$ cat src/rtl/load_store_unit.sv
// Load/store unit: one request at a time, aligned word accesses, sub-word load
// extraction with sign/zero extension, and read-modify-write for SB/SH.
module load_store_unit (
    input  logic        clk_i,
    input  logic        reset,
    input  logic        req_i,
    input  logic        we_i,
    input  logic [2:0]  op_i,
    input  logic [31:0] addr_i,
    input  logic [31:0] wdata_i,
    output logic        busy_o,
    output logic        done_o,
    output logic [31:0] rdata_o,
    output logic        err_o,
    output logic [31:0] mem_addr_o,
    output logic [31:0] mem_wdata_o,
    output logic        mem_read_o,
    output logic        mem_write_o,
    input  logic [31:0] mem_rdata_i
);

    typedef enum logic [1:0] {
        IDLE  = 2'd0,
        READ  = 2'd1,
        WRITE = 2'd2,
        DONE  = 2'd3
    } state_t;

    state_t      state_reg, state_next;
    logic        we_reg;
    logic [2:0]  op_reg;
    logic [31:0] addr_reg;
    logic [31:0] wdata_reg;
    logic [31:0] word_reg;
    logic [31:0] rdata_reg;
    logic        err_reg;

    logic        op_legal;
    logic        misaligned;
    logic        req_bad;
    logic [31:0] load_value;
    logic [31:0] merged_word;
    logic        is_sb, is_sh, is_sw;

    // Request decode works on the live inputs, since it only matters in IDLE.
    always_comb begin
        op_legal = 1'b0;
        if (we_i) begin
            op_legal = (op_i == 3'b000) || (op_i == 3'b001) || (op_i == 3'b010);
        end else begin
            op_legal = (op_i == 3'b000) || (op_i == 3'b001) || (op_i == 3'b010)
                    || (op_i == 3'b100) || (op_i == 3'b101);
        end
        misaligned = ((op_i[1:0] == 2'b01) && addr_i[0])
                  || ((op_i[1:0] == 2'b10) && (addr_i[1:0] != 2'b00));
        req_bad = !op_legal || misaligned;
    end

    always_ff @(posedge clk_i) begin
        if (reset) begin
            state_reg <= IDLE;
        end else begin
            state_reg <= state_next;
        end
    end

    always_comb begin
        state_next = state_reg;
        case (state_reg)
            IDLE: begin
                if (req_i) begin
                    if (req_bad) begin
                        state_next = DONE;
                    end else if (we_i && (op_i == 3'b010)) begin
                        state_next = WRITE;
                    end else begin
                        state_next = READ;
                    end
                end
            end
            READ:    state_next = we_reg ? WRITE : DONE;
            WRITE:   state_next = DONE;
            DONE:    state_next = IDLE;
            default: state_next = IDLE;
        endcase
    end

    // Load extraction is taken straight from the memory word during READ so
    // the result is registered on the same edge that captures the word.
    always_comb begin
        logic [7:0]  lane_byte;
        logic [15:0] lane_half;
        lane_byte  = 8'(mem_rdata_i >> {addr_reg[1:0], 3'b000});
        lane_half  = addr_reg[1] ? mem_rdata_i[31:16] : mem_rdata_i[15:0];
        load_value = 32'h0;
        case (op_reg)
            3'b000:  load_value = {{24{lane_byte[7]}}, lane_byte};
            3'b001:  load_value = {{16{lane_half[15]}}, lane_half};
            3'b010:  load_value = mem_rdata_i;
            3'b100:  load_value = {24'h0, lane_byte};
            3'b101:  load_value = {16'h0, lane_half};
            default: load_value = 32'h0;
        endcase
    end

    assign is_sb = (op_reg == 3'b000);
    assign is_sh = (op_reg == 3'b001);
    assign is_sw = (op_reg == 3'b010);

    // Each byte lane of the write word picks store data or the captured word.
    generate
        for (genvar gi = 0; gi < 4; gi++) begin : g_lane
            localparam logic [1:0] LANE = gi;
            logic       take_new;
            logic [7:0] new_byte;
            assign take_new = is_sw
                           || (is_sb && (addr_reg[1:0] == LANE))
                           || (is_sh && (addr_reg[1] == LANE[1]));
            assign new_byte = is_sw ? wdata_reg[8*gi +: 8]
                            : is_sh ? wdata_reg[8*(gi%2) +: 8]
                            : wdata_reg[7:0];
            assign merged_word[8*gi +: 8] = take_new ? new_byte : word_reg[8*gi +: 8];
        end
    endgenerate

    always_ff @(posedge clk_i) begin
        if (reset) begin
            we_reg    <= 1'b0;
            op_reg    <= 3'b000;
            addr_reg  <= 32'h0;
            wdata_reg <= 32'h0;
            word_reg  <= 32'h0;
            rdata_reg <= 32'h0;
            err_reg   <= 1'b0;
        end else begin
            case (state_reg)
                IDLE: begin
                    if (req_i) begin
                        we_reg    <= we_i;
                        op_reg    <= op_i;
                        addr_reg  <= addr_i;
                        wdata_reg <= wdata_i;
                        err_reg   <= req_bad;
                        rdata_reg <= 32'h0;
                    end
                end
                READ: begin
                    word_reg <= mem_rdata_i;
                    if (!we_reg) begin
                        rdata_reg <= load_value;
                    end
                end
                DONE: begin
                    rdata_reg <= 32'h0;
                    err_reg   <= 1'b0;
                end
                default: ;
            endcase
        end
    end

    assign busy_o      = (state_reg != IDLE);
    assign done_o      = (state_reg == DONE);
    assign rdata_o     = rdata_reg;
    assign err_o       = err_reg;
    assign mem_addr_o  = {addr_reg[31:2], 2'b00};
    assign mem_read_o  = (state_reg == READ) && !reset;
    assign mem_write_o = (state_reg == WRITE) && !reset;
    assign mem_wdata_o = (state_reg == WRITE) ? merged_word : 32'h0;

endmodule

$ cat config.mk
export PLATFORM = sky130hd
export DESIGN_NAME = load_store_unit
export DESIGN_NICKNAME = d
export VERILOG_FILES = /design/src/rtl/load_store_unit.sv
export SDC_FILE = /design/constraint.sdc
export NUM_CORES = 1
export LEC_CHECK = 0
export BUFFER_PORTS_ARGS = -buffer_cell sky130_fd_sc_hd__buf_2
export CAP_MARGIN = 20
export CORE_ASPECT_RATIO = 0.6
export CORE_UTILIZATION = 40
export DETAILED_ROUTE_END_ITERATION = 8
export GPL_ROUTABILITY_DRIVEN = 0
export GPL_TIMING_DRIVEN = 0
export PLACE_DENSITY = 0.65
export SLEW_MARGIN = 20
export SYNTH_ARGS = -nofsm -noshare
export SYNTH_HDL_FRONTEND = slang
export SYNTH_SLANG_ARGS = --single-unit
$ cat constraint.sdc
create_clock -name clk_i -period 5.1 [get_ports clk_i]
set_clock_uncertainty 0.2 [all_clocks]
set_input_delay 0.51 -clock clk_i [delete_from_list [all_inputs] [get_ports clk_i]]
set_output_delay 0.51 -clock clk_i [all_outputs]
set_load 0.02 [all_outputs]
# Word-level counts from Yosys, hierarchy flattened
# Cells that the tools add are included.
# totals
elab_cells	88
ff_bits	135
# op_classes
n_shift	1
bitwise	1
mux	22
reduce_logical	38
eq_ne	18
# ops
operator	count
case mux 32 bit (5 select lines)	1
two-way mux 32 bit	3
case mux 32 bit (3 select lines)	1
two-way mux 8 bit	8
right shift 32 x 5 -> 8 bit	1
two-way mux 16 bit	1
logical OR 1 bit	14
equality test 3 bit, second input constant	4
logical AND 1 bit	11
equality test 2 bit, second input constant	5
case mux 2 bit (4 select lines)	1
equality test 2 x 1 -> 1 bit, second input constant	3
equality test 3 x 1 -> 1 bit, second input constant	2
equality test 3 x 2 -> 1 bit, second input constant	2
zero test 3 bit	2
two-way mux 2 bit	3
nonzero test 2 bit	3
zero test 2 bit	2
!= test 2 bit, second input constant	2
AND reduction 2 bit	2
two-way mux 1 bit	3
AND reduction 3 bit	1
nonzero test 3 bit	1
zero test 1 bit	2
2 further kinds	2

# Logic depth before layout (Yosys ltp)
# logic_depth
word_depth	11
ltp_mapped	8

# Worst setup path before layout
# Ideal clock, no wire load.
# synth_timing
path_kind	register to output
startpoint	register state_reg[0]
endpoint	output mem_wdata_o[24]
stages_incl_launch_ff	6
t_arrival_ns	1.857
slack_ns	2.533
t_required_ns	4.390
cell_sequence	dfxtp_1 -> inv_1 -> ha_1 -> clkbuf_1 -> nand3b_1 -> o32ai_1
# synth_via
elab_chain_len	2
# synth_lines
item	line	rtl
start: declaration	29	state_t state_reg, state_next;
start signal: assignment	63	state_reg <= state_next;
equality test 2 bit	169	assign mem_wdata_o = (state_reg == WRITE) ? merged_word : 32'h0;
two-way mux 32 bit	169	
end: declaration	16	output logic [31:0] mem_wdata_o,
# No other way between the ends.

# Final worst setup path
# layout_timing
startpoint	register op_reg[0]
endpoint	output mem_wdata_o[29]
# layout_via
elab_chain_len	6
word_cells_on_any_way	11
classes_between	eq/ne: 2; mux: 4; reduce/logical: 5
# layout_lines
item	line	rtl
start: declaration	31	logic [2:0] op_reg;
start signal: assignment	140	op_reg <= op_i;
branches (longest 4 deep; another with two-way mux 8 bit)	--	
two-way mux 8 bit (*)	122	assign merged_word[8*gi +: 8] = take_new ? new_byte : word_reg[8*gi +: 8];
two-way mux 32 bit (*)	169	
# Mark *: on every way between the ends.

==> metrics <==
outcome finished with violations; failing checks design-rule violations; layout cells sized above 1 29.08%; post-layout util between 50% and 60%; Yosys Warn Count 0; die area 0.01676 sq mm; Via density around 5.4; RSZ-0062 raised after global routing no; Rows 35; CP endpoint kind primary output; Layout area overhead 28.55%; post-route ant nets 0; CP startpoint op_reg[0]; Final Slew Violations 0; wire per inst 18.01 um; Synth cell types 54; critical path class reg2out; final hold violation count 0; end of the worst register-to-register path rdata_o[30]; setup violators final 0; post-route insts no fill 1222; drt pass-1 iters 8; r2r worst-path depth 8; Post-layout nets between 1000 and 1500; worst hold path class in2reg; worst IR drop on VDD 0.0002548 V; clock sink count 135; post-synthesis sequential area ratio roughly two fifths; PD cells 503.7 mW/mm^2; setup TNS 0 ps; hold buffers post-CTS 0; CTS clock-pin slew for the worst setup and hold paths about 70 ps; commonest non-fill, non-tap cell in the layout buf_2; chip width 166.5 um; Synth Flop Type dfxtp_1; vias in the first global route 5908; most frequent cells in the layout 209 x buf_2, 167 x nand2_1, 135 x dfxtp_1; H-tree depth 4; Die Span Y 100.7 um; Initial Utilization 41.65%; Post-Place Cells 1189; first-pass GRT wire length about 33 mm; Critical Path Sink mem_wdata_o[29]; relative slew slack 42.88%; leakage 3.788 nW; # IOs 204; Max Root-Sink Buffers 2; Tcrit/Tclk final 69.47%; CTS Buf Count 17; initial DRC count 680; GRT Overall Usage 26.15%; MaxCap Viol Count 0; Slew @ Worst Pin between 800 and 900 ps; post-DP HPWL 17.09 mm; WP data arrival 2830 ps; DRT Wirelength 22.01 mm; Worst Path Max Fanout 10; Core Area 0.01559 sq mm; clock latency at the later pin of the worst-skew pair 420 ps; Post-synth EDFFs 0; ys async rst share 0%; r2r startpoint state_reg[1]; flops & latches, synth ~140; Port Buffers 200; Post-Syn Instances 785; Synth Area per Inst 8.272 sq um; GRT overflow 0; Fmax 0.2823 GHz; initial antenna violation count 0; pin count of the biggest net entering global routing 17; DR vias 6612; clock root buffer clkbuf_16; startpoint types register; Residual DRC 22; TritonCTS clock tree done; r2r setup slk 2570 ps; Worst EP required 4390 ps; Mapped Area 0.006494 sq mm; crit path time final 3543 ps; Setup Fix Bufs, Post-CTS 0; post-cts repair resize count 0; hold_sp addr_i[19]
-- power by group --
group / total (W) / internal (W) / switching, W
combinational: 0.00157 / 0.000562 / 0.00101
clock: 0.00126 / 0.000735 / 0.000523
sequential: 0.00138 / 0.00125 / 0.000130
-- worst min-delay path by stage --
| stage | to | slack (ps) | cells past startpoint |
|---|---|---|---|
| floorplan | wdata_reg[16] | 240 | 2 |
| global placement | rdata_o[10] | 230 | 2 |
| detailed placement | rdata_o[13] | 250 | 2 |
| CTS | addr_reg[31] | 110 | 3 |
| global route | addr_reg[28] | 120 | 3 |
| finish | addr_reg[19] | 120 | 3 |
-- metal layers --
metal	up-vias	part of all wire [%]	track usage, %
li1	3164	-	-
met3	24	12	7.028
met4	0	0.90	6.197
met2	319	38	35.04
met1	3105	50	40.32
met5	-	0	0
-- cells by family (layout without fill, tap and decap cells) --
kind of cell             Yosys count  in the layout  synth area share, %
multiplexers                      50             50                8.015
other                              1              3              0.05775
buffers and inverters            106            338                8.670
AO/OA/AOI/OAI                    192            192                19.60
AND/OR/NAND/NOR                  297            297                21.27
flip-flops                       135            135                41.62
adder cells (fa/ha/maj)            4              4               0.7707
-- cells in the mapped netlist, types with 13 or more instances --
master | count | share of area (%)
nand2_1 | 167 | 9.7
nor2_1 | 44 | 2.5
dfxtp_1 | 135 | 42
a221o_1 | 18 | 2.8
a21oi_1 | 80 | 6.2
buf_4 | 35 | 4.0
inv_1 | 13 | 0.75
mux2i_1 | 43 | 6.6
o21ai_0 | 27 | 2.1
nor2b_1 | 14 | 1.3
nand3_1 | 15 | 1.2
clkbuf_1 | 40 | 2.3
nand4_1 | 20 | 1.9
-- area by class of cell --
class / count / area [sq um]
flip-flops and latches: 135 / 2703
diodes: 1 / 2.502
well taps: 203 / 254.0
multi-input cells: 545 / 3232
plain buffers: 92 / 510.5
clock inverters: 14 / 163.9
clock buffers: 18 / 429.2
fillers: 1554 / 7242
inverters: 14 / 52.55
repair buffers: 200 / 1001
-- per-stage QoR --
step,instance area [sq um],hold WS (ps),worst slack [ps],power (W)
after floorplan,6497,236.6,2533,0.002443
after global placement,7752,234.7,2123,0.002918
after detailed placement,7752,245.6,2152,0.002933
after CTS,8346,110.8,1698,0.004183
after global routing,8346,121.8,1448,0.004410
final,8348,115.6,1557,0.004205
-- worst max-delay path, stage by stage (launching register included) --
cell and delay (ps):
dfxtp_1 320, buf_2 180, nor3b_2 460, clkbuf_1 480
a211oi_1 160, o32ai_1 540, buf_2 270
Note: power is estimated with default switching activity, not from simulation.
